[src/rtl/bullet_scheduler_pkg.sv]
// bullet_scheduler_pkg: shared game widths, scheduler FSM states and bullet idle constants.
package bullet_scheduler_pkg;
  localparam int X_W = 5;
  localparam int Y_W = 4;
  localparam logic [Y_W-1:0] BULLET_Y_RESET = 4'd15;
  localparam logic [Y_W-1:0] BULLET_Y_EXPIRE = 4'd14;
  typedef enum logic {S_IDLE = 1'b0, S_FIRE = 1'b1} state_e;
endpackage

[src/rtl/bullet_scheduler_rr_arbiter.sv]
// rr_arbiter: combinational round-robin picker, searches upward from ptr_i with wrap.
module rr_arbiter #(
  parameter int W = 4,
  parameter int PW = (W > 1) ? $clog2(W) : 1
) (
  input  logic [W-1:0]  req_i,
  input  logic [PW-1:0] ptr_i,
  output logic [W-1:0]  gnt_o,
  output logic          valid_o
);
  always_comb begin
    gnt_o = '0;
    for (int i = 0; i < W; i++) begin
      int idx;
      idx = (int'(ptr_i) + i) % W;
      if (req_i[idx[PW-1:0]] && gnt_o == '0) gnt_o[idx[PW-1:0]] = 1'b1;
    end
    valid_o = |req_i;
  end
endmodule

[src/rtl/bullet_scheduler.sv]
// bullet_scheduler: hands free bullet slots to ship/alien fire requests with per-requester cooldown.
// Define BULLET_SCHED_PLAYER_PRIO_EN to give requester 0 absolute priority.
module bullet_scheduler
  import bullet_scheduler_pkg::*;
#(
  parameter int NUM_REQ = 4,
  parameter int NUM_SLOTS = 2,
  parameter int COOLDOWN = 2500000
) (
  input  logic                     i_clk_25MHz,
  input  logic                     i_reset_n,
  input  logic [NUM_REQ-1:0]       i_req,
  input  logic [X_W*NUM_REQ-1:0]   i_req_x,
  input  logic [NUM_SLOTS-1:0]     i_slot_done,
  output logic [NUM_SLOTS-1:0]     o_shoot,
  output logic [X_W-1:0]           o_shot_x,
  output logic [NUM_REQ-1:0]       o_grant,
  output logic [NUM_SLOTS-1:0]     o_slot_busy
);
  localparam int CW = $clog2(COOLDOWN + 1);
  localparam int PW = (NUM_REQ > 1) ? $clog2(NUM_REQ) : 1;
  localparam logic [CW-1:0] CD_LOAD = CW'(COOLDOWN);
  state_e state_q, state_d;
  logic [PW-1:0] ptr_q, ptr_d, ptr_nx;
  logic [NUM_REQ-1:0][CW-1:0] cd_q, cd_d;
  logic [NUM_SLOTS-1:0] busy_q, busy_d, shoot_q, shoot_d, slot;
  logic [NUM_REQ-1:0] grant_q, grant_d, elig, rr_req, rr_gnt, win;
  logic [X_W-1:0] x_q, x_d, win_x;
  logic rr_valid, any_win, fire, ptr_hold;
  always_comb
    for (int k = 0; k < NUM_REQ; k++) elig[k] = i_req[k] && cd_q[k] == '0;
`ifdef BULLET_SCHED_PLAYER_PRIO_EN
  // The player bypasses the ring; aliens share it without disturbing it on player shots.
  assign rr_req = elig & ~NUM_REQ'(1);
  assign win = elig[0] ? NUM_REQ'(1) : rr_gnt;
  assign any_win = elig[0] | rr_valid;
  assign ptr_hold = elig[0];
`else
  assign rr_req = elig;
  assign win = rr_gnt;
  assign any_win = rr_valid;
  assign ptr_hold = 1'b0;
`endif
  rr_arbiter #(.W(NUM_REQ), .PW(PW)) u_arb (
    .req_i(rr_req), .ptr_i(ptr_q), .gnt_o(rr_gnt), .valid_o(rr_valid)
  );
  always_comb begin
    slot = '0;
    for (int s = 0; s < NUM_SLOTS; s++) if (!busy_q[s] && slot == '0) slot[s] = 1'b1;
    win_x = '0;
    ptr_nx = ptr_q;
    for (int k = 0; k < NUM_REQ; k++)
      if (win[k]) begin
        win_x = i_req_x[X_W*k +: X_W];
        ptr_nx = PW'((k + 1) % NUM_REQ);
      end
  end
  // Freedom is judged on registered occupancy only, so a done pulse never frees a slot the same cycle.
  always_comb begin
    fire = state_q == S_IDLE && any_win && !(&busy_q);
    state_d = fire ? S_FIRE : S_IDLE;
    ptr_d = (fire && !ptr_hold) ? ptr_nx : ptr_q;
    busy_d = (busy_q & ~i_slot_done) | (fire ? slot : '0);
    shoot_d = fire ? slot : '0;
    grant_d = fire ? win : '0;
    x_d = fire ? win_x : '0;
    for (int k = 0; k < NUM_REQ; k++)
      cd_d[k] = (fire && win[k]) ? CD_LOAD : (cd_q[k] != '0 ? cd_q[k] - 1'b1 : cd_q[k]);
  end
  always_ff @(posedge i_clk_25MHz or negedge i_reset_n)
    if (!i_reset_n) begin
      state_q <= S_IDLE;
      ptr_q <= '0;
      cd_q <= '0;
      busy_q <= '0;
      shoot_q <= '0;
      grant_q <= '0;
      x_q <= '0;
    end else begin
      state_q <= state_d;
      ptr_q <= ptr_d;
      cd_q <= cd_d;
      busy_q <= busy_d;
      shoot_q <= shoot_d;
      grant_q <= grant_d;
      x_q <= x_d;
    end
  assign o_shoot = shoot_q;
  assign o_grant = grant_q;
  assign o_shot_x = x_q;
  assign o_slot_busy = busy_q;
endmodule

[config.mk]
export PLATFORM = sky130hd
export DESIGN_NAME = bullet_scheduler
export DESIGN_NICKNAME = d
export VERILOG_FILES = /design/src/rtl/bullet_scheduler_pkg.sv /design/src/rtl/bullet_scheduler_rr_arbiter.sv /design/src/rtl/bullet_scheduler.sv
export SDC_FILE = /design/constraint.sdc
export NUM_CORES = 1
export LEC_CHECK = 0
export CAP_MARGIN = 10
export CORE_ASPECT_RATIO = 1.75
export CORE_MARGIN = 3
export CORE_UTILIZATION = 35
export CTS_CLUSTER_SIZE = 40
export DETAILED_ROUTE_END_ITERATION = 8
export GPL_TIMING_DRIVEN = 0
export HOLD_SLACK_MARGIN = 0.05
export MAX_ROUTING_LAYER = met4
export PLACE_DENSITY = 0.53
export RECOVER_POWER = 25
export SYNTH_ARGS = -nofsm -noshare
export SYNTH_HDL_FRONTEND = slang
export SYNTH_SLANG_ARGS = --single-unit
[constraint.sdc]
create_clock -name i_clk_25MHz -period 9.31 [get_ports i_clk_25MHz]
set_input_delay 1.862 -clock i_clk_25MHz [delete_from_list [all_inputs] [get_ports i_clk_25MHz]]
set_output_delay 1.862 -clock i_clk_25MHz [all_outputs]
set_load 0.05 [all_outputs]
-- Word-level counts from Yosys, hierarchy flattened
Index checks and enable logic that the tools add are counted.
- word-level logic and storage cells: 113
- flip-flop bits (word level): 104
- output and inout port bits: 13
- bitwise logic cells: 7
- reduce and logical (&&, ||, !) cells: 39
- $add $sub $neg: 7
- muxes and demuxes: 42
- magnitude comparators: 8
- operators with widths (kind ; number):
    $mux W22 ; 8
    $logic_not A22 Y1 ; 4
    $reduce_bool A22 Y1 ; 4
    $sub A22 B1 Y22 const B ; 4
    $mux W5 ; 5
    $mux W4 ; 5
    $logic_and A1 B1 Y1 ; 18
    $logic_not A4 Y1 ; 3
    $lt A2 B3 Y1 const B ; 4
    $or A4 B4 Y4 ; 3
    $mux W1 ; 11
    $mux W2 ; 5
    $bmux W1 S2 ; 4
    $demux W1 S2 ; 4
    $ge A2 B1 Y1 const B ; 4
    $reduce_bool A2 Y1 ; 4
    $add A2 B2 Y2 const B ; 2
    $reduce_and A2 Y1 ; 2
    $reduce_bool A4 Y1 ; 1
    $reduce_or A4 Y1 ; 1
    $add A2 B1 Y2 const B ; 1
    $and A2 B2 Y2 ; 1
    $logic_not A1 Y1 ; 2
    $not A2 Y2 ; 1
    2 further kinds ; 2

-- Longest topological paths before layout
Gate-level depths: netlist of run 1.
- depth in word-level cells: 19
- mapped depth: 18
- gate-level depth less buffers: 14

-- By module
From an unflattened synthesis of run 1, not the netlist that was laid out.
- cells, all modules: 623
- area, all modules: 5934.4 µm²
- modules (own cells, without submodules) (module ; area each (µm²) ; instances ; cells an instance ; sequential area each (µm²)):
    bullet_scheduler ; 5402.7 ; 1 ; 569 ; 2602.5
    rr_arbiter ; 531.8 ; 1 ; 54 ; 0.0

-- Worst setup path after synthesis of run 1
No wires, ideal clock.
- kind: input to register
- from: input port i_req[1]
- to: register cd_q[26] (netlist bit)
- data required time: 9.187 ns
- path slack: 4.696 ns
- arrival: 4.491 ns
- stages: 15
- cell sequence: nor4b_1 nand4_1 o32ai_1 a22o_1 a2111o_1 o211ai_2 mux2i_1 a22o_2 and2_4 buf_6 nand2b_4 buf_12 inv_6 buf_12 nor2_4
- longest elaborated chain between the ends: 15
- elaborated cells between the ends (all ways): 28
- classes of those cells: mux (13); bitwise (3); reduce/logical (12)
- RTL lines (what ; RTL line ; RTL):
    from (decl) ; bullet_scheduler.sv:12 ; input logic [NUM_REQ-1:0] i_req,
    $logic_and A1 B1 Y1 (*) ; bullet_scheduler.sv:31 ; for (int k = 0; k < NUM_REQ; k++) elig[k] = i_req[k] && cd_q[k] == '0;
    $bmux W1 S2 ; bullet_scheduler_rr_arbiter.sv:16 ; if (req_i[idx[PW-1:0]] && gnt_o == '0) gnt_o[idx[PW-1:0]] = 1'b1;
    $mux W1 (not written as such) ; bullet_scheduler_rr_arbiter.sv:16 ;
    $mux W4 ; bullet_scheduler_rr_arbiter.sv:16 ;
    $logic_not A4 Y1 ; bullet_scheduler_rr_arbiter.sv:16 ;
    $logic_and A1 B1 Y1 ; bullet_scheduler_rr_arbiter.sv:16 ;
    $mux W4 ; bullet_scheduler_rr_arbiter.sv:16 ;
    $logic_not A4 Y1 ; bullet_scheduler_rr_arbiter.sv:16 ;
    $logic_and A1 B1 Y1 ; bullet_scheduler_rr_arbiter.sv:16 ;
    $mux W4 ; bullet_scheduler_rr_arbiter.sv:16 ;
    $logic_not A4 Y1 ; bullet_scheduler_rr_arbiter.sv:16 ;
    $logic_and A1 B1 Y1 ; bullet_scheduler_rr_arbiter.sv:16 ;
    $mux W4 ; bullet_scheduler_rr_arbiter.sv:16 ;
    $logic_and A1 B1 Y1 (*) ; bullet_scheduler.sv:68 ; cd_d[k] = (fire && win[k]) ? CD_LOAD : (cd_q[k] != '0 ? cd_q[k] - 1'b1 : cd_q[k]);
    $mux W22 / $reduce_bool A2 Y1 (equally long branches) ; - ;
    to (signal assigned) ; bullet_scheduler.sv:74 ; cd_q <= '0;
    to (signal assigned) ; bullet_scheduler.sv:82 ; cd_q <= cd_d;
    to (decl) ; bullet_scheduler.sv:25 ; logic [NUM_REQ-1:0][CW-1:0] cd_q, cd_d;
Every way passes the cells marked *; elsewhere a longest branch is shown, timed or not. The select of a mux whose other input is x is not followed.
A chain may end at the register's enable or synchronous reset.

==> parameters.txt, run 1 <==
Parameter                              Value

Clock tree
  Post CTS Setup Buffer Count    0
  Post-CTS resize count    0
  TritonCTS clock tree    built
  Clk sink count    104
  Largest buffer count on any clock path    2
  Clock transition at the register clock pins on the worst setup and hold paths after CTS    0.07 ns
  Number of buffers created by CTS    9
  Clock Root Buffer    sky130_fd_sc_hd__clkbuf_16
  Number of buffers added to fix hold violations after cts    0
  Skew-Pair Late Insertion Delay    0.35 ns
  H-tree Lvls    3

Die
  Area enclosed by the die boundary    ~18,000 um2
  Height of the die    approximately 180 um
  Floorplan row count    62
  Floorplan die width    a little over 100 um
  Initial Utilization    35.6%
  Core ar.    ~16,000 um2
  Count of pins on the block boundary    41

Timing
  Fin worst setup slack    about 3.2 ns
  Total negative slack for setup checks    0 ns
  FMAX    between 0.15 and 0.2 GHz
  Count of endpoints failing hold in the final timing report    0
  Fraction of the cycle the final worst path needs    approximately two thirds
  Fin. max-slew vios    between 100 and 150
  Rel. slew slack    -96.1%
  RSZ-0062 raised after global routing    false
  Worst-margin pin slew    a little under 3 ns
  Setup violators final    0
  Final critical path time including I/O delays and setup    ~6.2 ns
  Final setup skew    approximately 0.012 ns

Worst setup path
  Crit-path max FO    54
  Largest stage delay on the critical path    between 2 and 2.5 ns
  Buffers & Inverters on Critical Path    2
  Critical path data arrival time    about 6.0 ns
  Kind of critical path    primary input to asynchronous set/reset pin
  Crit path max-delay cell type    sky130_fd_sc_hd__clkbuf_1
  Cell depth of the worst setup path    2
  Number of cells on the worst reg-to-reg path    15
  Data required, critical path    between 9 and 10 ns
  Top delay family on crit path    buffers and inverters
  Startpoint types    primary input
  Series of cell instances along the critical path    clkbuf_1 > clkbuf_1
  Most frequent CP cell    sky130_fd_sc_hd__clkbuf_1
  Critical path capture point type    asynchronous set/reset pin

Route
  Total wire length after detailed routing    between 10,000 and 15,000 um
  First-pass iteration count of the detailed router    7
  Initial DRC count    260
  Post-DR vias/cell    roughly 5
  Antenna-violating nets left    0
  Average wire per standard cell    between 10 and 15 um
  Routed via count    around 4,600
  DRC violation count after routing    0

Power and ir drop
  Standby leakage power    approximately 0.0023 uW
  Largest voltage drop on the vdd net    about 81 uV
  Net switching share of the total power    between 20% and 30%
  Total power divided by cell area    about 130 nW/um2
  Cell internal pwr    680 uW
  Portion of total power attributed to combinational logic    roughly 7.2%
  Relative contribution of sequential cells to total power    between 50% and 60%
  Clock group share of total power    between 30% and 40%
  Net switching power    around 220 uW

Logic synthesis
  Yosys warnings    0
  Number of flops mapped to enable cells by yosys    0
  Synth Flop Type    sky130_fd_sc_hd__dfrtp_1
  Post-synth net total    between 600 and 700
  Fraction of post-synthesis cell area in the top cell type by area    ~44%
  Synthesized flop and latch total    ~100
  Mean Syn Cell Area    approximately 9.5 um2
  Sequential share of the synthesized area    roughly 44%
  Post-synthesis async set-or-reset flop share    100%
  Synthesized instance count    slightly above 600
  Top area cells in the synthesized netlist    sky130_fd_sc_hd__dfrtp_1 44%, sky130_fd_sc_hd__xnor2_1 7.8%, sky130_fd_sc_hd__nor2_1 5.6%, sky130_fd_sc_hd__nand2_1 4.4%, sky130_fd_sc_hd__xor2_1 3.6%
  Area leader, netlist    sky130_fd_sc_hd__dfrtp_1
  Netlist cell types    between 60 and 70
  Combined area of all synthesized cells    between 5000 and 6000 um2

Outcome
  Violated checks    max-capacitance violations, max-slew violations
  Run status    finished with violations

Worst hold path
  Type of the tightest min-delay check    flop to flop
  Instance count along the most critical hold path    2

Finish
  Fill count    about 1,700
  Final antenna diode count    0
  Fraction of layout instances using a drive strength above 1    8.18%
  Post-layout utilization of the core    about two fifths
  Nets@finish    712
  Area added between synthesis and finish    16.1%

Placed design
  Count of input and output buffers    40
  Routability Congestion    between 0.9 and 1
  Post-DP HPWL    between 9000 and 10,000 um
  Worst slack at placement    approximately 3.5 ns

GRT
  Initial antenna violation count    0
  Global routing usage summed across all routing layers    15.4%
  First-pass GRT wire length    between 20,000 and 25,000 um
  Largest net degree at the start of global routing    55
  Total congestion overflow after global routing    0
  Number of global-route vias before repair    between 4,000 and 5,000

Flow run
  Max Cap Viol    2
-- layout make-up --
cell class                      instances  area [um2]  area share [%]
Multi-Input combinational cell        471        3040            44.8
Clock inverter                          5        35.0           0.515
Timing Repair Buffer                   41         398            5.85
Sequential cell                       104        2600            38.3
Clock buffer                           10         229            3.37
Tap cell                              224         280            4.12
Buffer                                 16         109            1.60
Inverter                               25        98.8            1.45
-- through the flow --
| step | power [uW] | area, um2 | hold WS, ns | std cells |
|---|---|---|---|---|
| global route | 945 | 6800 | 0.553 | 896 |
| floorplan | 533 | 5850 | 0.474 | 616 |
| CTS | 922 | 6820 | 0.516 | 896 |
| global placement | 565 | 6540 | 0.491 | 880 |
| detailed placement | 568 | 6560 | 0.493 | 881 |
| finish | 900 | 6800 | 0.515 | 896 |
-- cell families (layout without fill, tap and decap cells) --
logic type	after synthesis	in the layout	synth area share (%)
adder cells (fa/ha/maj)	16	16	3.42
AND/OR/NAND/NOR	298	298	26.0
buffers and inverters	41	97	3.55
XOR/XNOR	76	76	11.4
flip-flops	104	104	44.5
AO/OA/AOI/OAI	76	76	10.3
multiplexers	5	5	0.940
-- final timing paths --
check / to / start / slack, ns
worst max-delay path: state_q / i_reset_n / 3.16
worst min-delay path: cd_q[32] / cd_q[32] / 0.51
worst max register to register: cd_q[16] / ptr_q[0] / 4.75
worst min register to register: cd_q[32] / cd_q[32] / 0.51
max in group i_clk_25MHz: cd_q[16] / i_req[1] / 3.81
min in group asynchronous: cd_q[77] / i_reset_n / 2.48
-- registers in the layout (all words and copies together) (netlist names) --
register / cells
cd_q: 88
state_q: 1
o_shoot: 2
o_grant: 4
o_shot_x: 5
ptr_q: 2
o_slot_busy: 2
-- per-layer routing --
| layer | global-route usage, % | up-vias | routed length, um |
|---|---|---|---|
| met5 | - | - | 0 |
| met4 | 5.49 | 0 | 246 |
| met3 | 2.26 | 15 | 202 |
| met2 | 29.2 | 42 | 7430 |
| met1 | 16.1 | 2264 | 5410 |
| li1 | - | 2256 | - |
-- power groups by stage --
stage	sequential, uW	combinational [uW]	clock (uW)
floorplan	495	37.7	0
global placement	500	64.6	0
detailed placement	500	68.0	0
CTS	491	68.5	362
global route	495	74.2	376
finish	491	64.5	344
-- tightest hold or removal path, stage by stage (launching register included) --
cell and delay (ns):
sky130_fd_sc_hd__dfrtp_1 0.36, sky130_fd_sc_hd__xor2_1 0.07, sky130_fd_sc_hd__nand2_1 0.06
-- Yosys cell counts, drive strengths merged, types with 3 or more instances --
library cell / instances
xor2: 24
or3: 12
xnor2: 52
nand2b: 4
a21boi: 4
o22ai: 3
nand4: 11
inv: 24
nor3b: 6
a31o: 5
o21ai: 6
buf: 8
a21o: 3
nor4: 24
nand3: 13
dfrtp: 104
nor3: 31
o32ai: 3
a221o: 3
mux2i: 4
clkbuf: 8
a211oi: 3
or2: 7
a311o: 4
and3: 6
nand2: 68
o211ai: 5
ha: 16
or4: 8
o31ai: 6
a22o: 3
a21oi: 12
nor2: 97
-- cell usage in the layout, fill, tap and decap left out, types with 4 or more instances in the layout --
cell type                           n
sky130_fd_sc_hd__a21boi_0           4
sky130_fd_sc_hd__a21oi_1           12
sky130_fd_sc_hd__a311o_1            4
sky130_fd_sc_hd__and3_1             6
sky130_fd_sc_hd__buf_2              4
sky130_fd_sc_hd__clkbuf_1          11
sky130_fd_sc_hd__clkbuf_16          9
sky130_fd_sc_hd__clkdlybuf4s50_1   39
sky130_fd_sc_hd__clkinvlp_4         4
sky130_fd_sc_hd__dfrtp_1          104
sky130_fd_sc_hd__ha_1              16
sky130_fd_sc_hd__inv_1             23
sky130_fd_sc_hd__nand2_1           68
sky130_fd_sc_hd__nand3_1           13
sky130_fd_sc_hd__nand4_1           11
sky130_fd_sc_hd__nor2_1            88
sky130_fd_sc_hd__nor2_4             9
sky130_fd_sc_hd__nor3_1            30
sky130_fd_sc_hd__nor3b_1            6
sky130_fd_sc_hd__nor4_1            24
sky130_fd_sc_hd__o211ai_1           4
sky130_fd_sc_hd__o21ai_0            6
sky130_fd_sc_hd__o31ai_1            6
sky130_fd_sc_hd__or2_2              7
sky130_fd_sc_hd__or3_1             12
sky130_fd_sc_hd__or4_1              7
sky130_fd_sc_hd__xnor2_1           52
sky130_fd_sc_hd__xor2_1            24
No activity file was read; power rests on OpenSTA's default activity.
==> inputs of run 2 (changes only) <==
Settings changed: PLACE_DENSITY 0.53 to 0.55.
Clock period 9.31 ns to 5.6 ns, I/O delays scaled along.
==> parameters.txt, run 2 (synthesis results as in run 1) <==
Parameter                              Value

Outcome
  Run status    finished with violations
  Violated checks    max-capacitance violations, max-slew violations

Timing
  RSZ-0062 raised after global routing    false
  Rel. slew slack    -129% (-33 points)
  Count of endpoints failing hold in the final timing report    0 (unchanged)
  FMAX    approximately 0.21 GHz
  Fraction of the cycle the final worst path needs    ~86%
  Setup violators final    0 (unchanged)
  Worst hold-check slack    0.522 ns (+0.00747 ns)
  Total negative slack for setup checks    0 ns (unchanged)
  Final setup skew    0.00554 ns (-0.00658 ns)
  Worst-margin pin slew    3.44 ns (+0.501 ns)
  Final critical path time including I/O delays and setup    ~4.8 ns
  Fin. max-slew vios    63 (-41%)

Worst setup path
  Buffers & Inverters on Critical Path    4 (+2)
  Number of cells on the worst reg-to-reg path    15 (unchanged)
  Series of cell instances along the critical path    clkdlybuf4s50_1 > nor4b_1 > nand4_1 > o32ai_1 > nand2_1 > a31o_4 > a311oi_1 > a211oi_1 > inv_1 > nand2_1 > inv_1 > buf_4 > nor2_1
  Critical path data arrival time    5.03 ns (-0.98 ns)
  Kind of critical path    primary input to flop
  Startpoint types    primary input
  Data required, critical path    5.83 ns (-3.34 ns)
  Crit-path max FO    10 (-81%)
  Largest stage delay on the critical path    0.70 ns (-1.35 ns)
  Critical path capture point type    flop
  Cell depth of the worst setup path    13 (+11)
  Register-to-Register Setup Slack    1.05 ns (-3.70 ns)
  Worst R2R Start    ptr_q[0]
  Capture instance of the worst register-to-register path    cd_q[6]
  Capture point of the critical path    cd_q[6]
  Crit path max-delay cell type    sky130_fd_sc_hd__o32ai_1
  Crit path launch    i_req[1]
  Top delay family on crit path    compound AO/OA/AOI/OAI gates

Clock tree
  Clock Root Buffer    sky130_fd_sc_hd__clkbuf_16
  Number of buffers added to fix hold violations after cts    0 (unchanged)
  Skew-Pair Late Insertion Delay    0.34 ns (about the same)
  Clk sink count    104 (unchanged)
  H-tree Lvls    3 (unchanged)
  Largest buffer count on any clock path    2 (unchanged)
  Post CTS Setup Buffer Count    0 (unchanged)
  Post-CTS resize count    0 (unchanged)
  Number of buffers created by CTS    9 (unchanged)
  Clock transition at the register clock pins on the worst setup and hold paths after CTS    0.07 ns (about the same)
  TritonCTS clock tree    built

Power and ir drop
  Standby leakage power    0.00237 uW (+1.3%)
  Largest voltage drop on the vdd net    114 uV (+41%)
  Total power divided by cell area    228 nW/um2 (+72%)
  Overall power consumption    1560 uW (+74%)

Finish
  Register area    2600 um2 (unchanged)
  Area of combinational cells with multiple inputs    3040 um2 (unchanged)
  Top library cells by usage in the layout, fill and taps aside    104 x sky130_fd_sc_hd__dfrtp_1, 88 x sky130_fd_sc_hd__nor2_1, 68 x sky130_fd_sc_hd__nand2_1
  Fin cells    897 (+0.11%)
  Reg with most FFs    cd_q
  Fill count    1,699 (+1.8%)
  Nets@finish    712 (unchanged)
  Most common cell after layout, fill and taps aside    sky130_fd_sc_hd__dfrtp_1
  Number of flip-flops under the largest register name    88 (unchanged)
  Area added between synthesis and finish    17.0%
  Non-Filler Cell Area, Final    6850 um2 (+0.77%)
  Final antenna diode count    0 (unchanged)
  Fraction of layout instances using a drive strength above 1    8.32% (+0.14 points)

Route
  Initial DRC count    224 (-14%)
  Post-DR vias/cell    5.11 (+0.11%)
  Antenna-violating nets left    0 (unchanged)
  DRC violation count after routing    0 (unchanged)
  Average wire per standard cell    14.5 um (-2.2%)
  Total wire length after detailed routing    13,000 um (-2.1%)
  Routed via count    4,587 (+0.22%)
  First-pass iteration count of the detailed router    4 (-3)

Die
  Floorplan row count    62 (unchanged)
  Height of the die    177 um (unchanged)
  Count of pins on the block boundary    41 (unchanged)
  Initial Utilization    35.6% (unchanged)
  Floorplan die width    104 um (unchanged)
  Area enclosed by the die boundary    18,400 um2 (unchanged)
  Core ar.    16,400 um2 (unchanged)

GRT
  Largest net degree at the start of global routing    64 (+16%)
  First-pass GRT wire length    22,900 um (+1.7%)
  Global routing usage summed across all routing layers    15.4% (+0.016 points)
  Total congestion overflow after global routing    0 (unchanged)
  Number of global-route vias before repair    5,019 (+6.6%)
  Initial antenna violation count    0 (unchanged)

Flow run
  Max Cap Viol    1 (-1)

Placed design
  Routability Congestion    0.872 (-4.1%)
  Instance count after placement with tap cells included    881 (unchanged)
  Count of input and output buffers    40 (unchanged)
  Post-DP HPWL    9980 um (+0.69%)
  Post-place instance area    6550 um2 (-0.11%)

Worst hold path
  Type of the tightest min-delay check    flop to flop
-- run 2: tightest hold or removal path: stages (launching register included) --
cell and delay, ns:
sky130_fd_sc_hd__dfrtp_1 0.36, sky130_fd_sc_hd__xnor2_1 0.08, sky130_fd_sc_hd__nand2_1 0.06
-- run 2: where the power goes --
part	switching (uW)	internal [uW]	total (uW)
sequential	35.6	782	817
combinational	57.4	52.5	110
clock	276	360	636
-- run 2: worst min path at each step --
stage	slack (ns)	startpoint	cells past startpoint	endpoint
final	0.52	cd_q[49]	2	cd_q[49]
after global routing	0.56	cd_q[49]	2	cd_q[49]
after CTS	0.53	cd_q[49]	2	cd_q[49]
after detailed placement	0.50	cd_q[49]	2	cd_q[49]
after global placement	0.50	cd_q[49]	2	cd_q[49]
after floorplan	0.47	cd_q[32]	2	cd_q[32]
-- run 2: final cells by class --
cell class | count | area share (%)
Multi-Input combinational cell | 471 | 44.4
Sequential cell | 104 | 38.0
Timing Repair Buffer | 41 | 6.05
Tap cell | 224 | 4.09
Clock buffer | 12 | 3.60
Buffer | 16 | 1.59
Inverter | 25 | 1.44
Clock inverter | 4 | 0.786
-- run 2: per-layer routing --
metal / wire length [um] / vias up / share of wire [%] / track usage, %
met3: 253 / 23 / 1.9 / 2.26
met4: 346 / 0 / 2.7 / 5.77
met1: 5190 / 2248 / 40 / 16.2
met5: 0 / - / 0 / -
met2: 7220 / 53 / 56 / 29.0
li1: - / 2263 / - / -
-- run 2: per-stage QoR --
| step | util, % | worst slack [ns] |
|---|---|---|
| finish | 41.6 | 0.800 |
| global route | 41.6 | 0.530 |
| CTS | 41.7 | 0.776 |
| detailed placement | 39.8 | 0.441 |
| global placement | 39.7 | -0.669 |
| floorplan | - | 1.70 |
==> inputs of run 3 (changes only) <==
Settings changed: GPL_TIMING_DRIVEN 0 to default, HOLD_SLACK_MARGIN 0.05 to 0.02.
==> parameters.txt, run 3 (synthesis results as in run 1) <==
Parameter                              Value

Die
  Height of the die    177 um (unchanged)
  Floorplan row count    62 (unchanged)
  Count of pins on the block boundary    41 (unchanged)
  Area enclosed by the die boundary    18,400 um2 (unchanged)
  Core ar.    16,400 um2 (unchanged)
  Floorplan die width    104 um (unchanged)
  Initial Utilization    35.6% (unchanged)

Worst setup path
  Crit-path max FO    16 (+6)
  Startpoint types    primary input
  Register-to-Register Setup Slack    1.19 ns (+0.14 ns)
  Data required, critical path    5.83 ns (about the same)
  Critical path data arrival time    4.85 ns (-0.18 ns)
  Critical path capture point type    flop
  Kind of critical path    primary input to flop

Power and ir drop
  Total power divided by cell area    227 nW/um2 (-0.62%)
  Standby leakage power    0.00231 uW (-2.3%)
  Largest voltage drop on the vdd net    133 uV (+16%)

Route
  Post-DR vias/cell    5.12 (+0.17%)
  Average wire per standard cell    14.5 um (about the same)
  Antenna-violating nets left    0 (unchanged)
  Total wire length after detailed routing    12,800 um (-1.5%)
  Initial DRC count    233 (+4.0%)
  First-pass iteration count of the detailed router    4 (unchanged)
  DRC violation count after routing    0 (unchanged)
  Routed via count    4,523 (-1.4%)

Timing
  Setup violators final    0 (unchanged)
  Final critical path time including I/O delays and setup    4.62 ns (-0.180 ns)
  Rel. slew slack    -148% (-19 points)
  Total negative slack for setup checks    0 ns (unchanged)
  Worst hold-check slack    0.527 ns (+0.00536 ns)
  Worst-margin pin slew    3.72 ns (+0.279 ns)
  Fin worst setup slack    0.980 ns (+0.180 ns)
  RSZ-0062 raised after global routing    false
  Count of endpoints failing hold in the final timing report    0 (unchanged)
  FMAX    0.216 GHz (+3.9%)
  Final setup skew    0.0130 ns (+0.00749 ns)
  Fin. max-slew vios    72 (+14%)
  Fraction of the cycle the final worst path needs    82.5% (-3.2 points)

GRT
  Largest net degree at the start of global routing    72 (+13%)
  Number of global-route vias before repair    4,634 (-7.7%)
  First-pass GRT wire length    21,800 um (-4.9%)
  Initial antenna violation count    0 (unchanged)
  Global routing usage summed across all routing layers    14.9% (-0.53 points)
  Total congestion overflow after global routing    0 (unchanged)

Finish
  Fraction of layout instances using a drive strength above 1    7.74% (-0.58 points)
  Number of flip-flops under the largest register name    88 (unchanged)
  Nets@finish    698 (-2.0%)
  Final antenna diode count    0 (unchanged)
  Area added between synthesis and finish    14.9%
  Most common cell after layout, fill and taps aside    sky130_fd_sc_hd__dfrtp_1
  Reg with most FFs    cd_q
  Top library cells by usage in the layout, fill and taps aside    104 x sky130_fd_sc_hd__dfrtp_1, 88 x sky130_fd_sc_hd__nor2_1, 68 x sky130_fd_sc_hd__nand2_1

Outcome
  Run status    finished with violations
  Violated checks    max-capacitance violations, max-slew violations

Clock tree
  Clock transition at the register clock pins on the worst setup and hold paths after CTS    0.07 ns (about the same)
  Post CTS Setup Buffer Count    0 (unchanged)
  Post-CTS resize count    0 (unchanged)
  Clk sink count    104 (unchanged)
  Number of buffers added to fix hold violations after cts    0 (unchanged)
  TritonCTS clock tree    built
  Clock Root Buffer    sky130_fd_sc_hd__clkbuf_16
  Number of buffers created by CTS    9 (unchanged)
  Largest buffer count on any clock path    2 (unchanged)
  Skew-Pair Late Insertion Delay    0.36 ns (+0.02 ns)
  H-tree Lvls    3 (unchanged)

Worst hold path
  Type of the tightest min-delay check    flop to flop

Placed design
  Post-DP HPWL    9500 um (-4.8%)
  Count of input and output buffers    40 (unchanged)
  Worst slack at placement    0.689 ns (+0.249 ns)
  Routability Congestion    0.856 (-1.8%)

Flow run
  Max Cap Viol    1 (unchanged)
[run 3: cell count changes in the layout (fill, tap and decap cells not counted), moves of 2 or more]
cell,delta
sky130_fd_sc_hd__buf_12,-3
sky130_fd_sc_hd__buf_2,-4
sky130_fd_sc_hd__buf_4,+2
sky130_fd_sc_hd__clkbuf_1,-9
sky130_fd_sc_hd__inv_6,+2
[run 3: critical path, stage by stage]
cell                              delay, ns
sky130_fd_sc_hd__clkdlybuf4s50_1       0.45
sky130_fd_sc_hd__nor4b_1               0.26
sky130_fd_sc_hd__nand4_1               0.27
sky130_fd_sc_hd__o32ai_1               0.66
sky130_fd_sc_hd__mux2i_2               0.30
sky130_fd_sc_hd__and2_1                0.26
sky130_fd_sc_hd__o211ai_1              0.10
sky130_fd_sc_hd__o211ai_1              0.14
sky130_fd_sc_hd__a31o_2                0.25
sky130_fd_sc_hd__nand2_1               0.30
sky130_fd_sc_hd__inv_1                 0.35
sky130_fd_sc_hd__or2_2                 0.38
[run 3: cell type report]
type | count | area [um2]
well taps | 224 | 280
fillers | 1658 | 9720
multi-input cells | 471 | 3040
repair buffers | 43 | 417
clock inverters | 5 | 38.8
clock buffers | 11 | 243
flip-flops and latches | 104 | 2600
inverters | 25 | 98.8
[run 3: path summary, 6_finish.rpt]
| kind | start | to | cells past startpoint |
|---|---|---|---|
| max in group asynchronous | i_reset_n | state_q | 1 |
| min | cd_q[32] | cd_q[32] | 2 |
| max | i_req[1] | cd_q[65] | 12 |
| min reg2reg | cd_q[32] | cd_q[32] | 2 |
| max reg2reg | ptr_q[0] | cd_q[3] | 12 |
| min in group asynchronous | i_reset_n | cd_q[77] | 1 |
[run 3: per-stage QoR]
stage               power [uW]  utilization, %  instances  area, um2
floorplan                  885               -        616       5850
global placement           936            39.2        867       6450
detailed placement         943            39.2        867       6450
CTS                       1550            40.9        883       6730
global route              1600            40.9        883       6720
finish                    1530            40.9        883       6720
[run 3: power by group]
| part | switching, uW | leakage [uW] | internal [uW] |
|---|---|---|---|
| logic | 57.5 | 0.00108 | 51.3 |
| clock network | 283 | 0.000137 | 317 |
| registers | 35.2 | 0.00109 | 782 |
| total | 375 | 0.00231 | 1150 |
[run 3: routing by layer]
metal  vias to the layer above  wire [um]  part of all wire [%]  global-route usage (%)
met4                         0        335                   2.6                    6.32
li1                       2227          -                     -                       -
met5                         -          0                     0                       -
met2                        61       7080                    55                    27.2
met1                      2211       5060                    39                    15.8
met3                        24        339                   2.6                    2.59
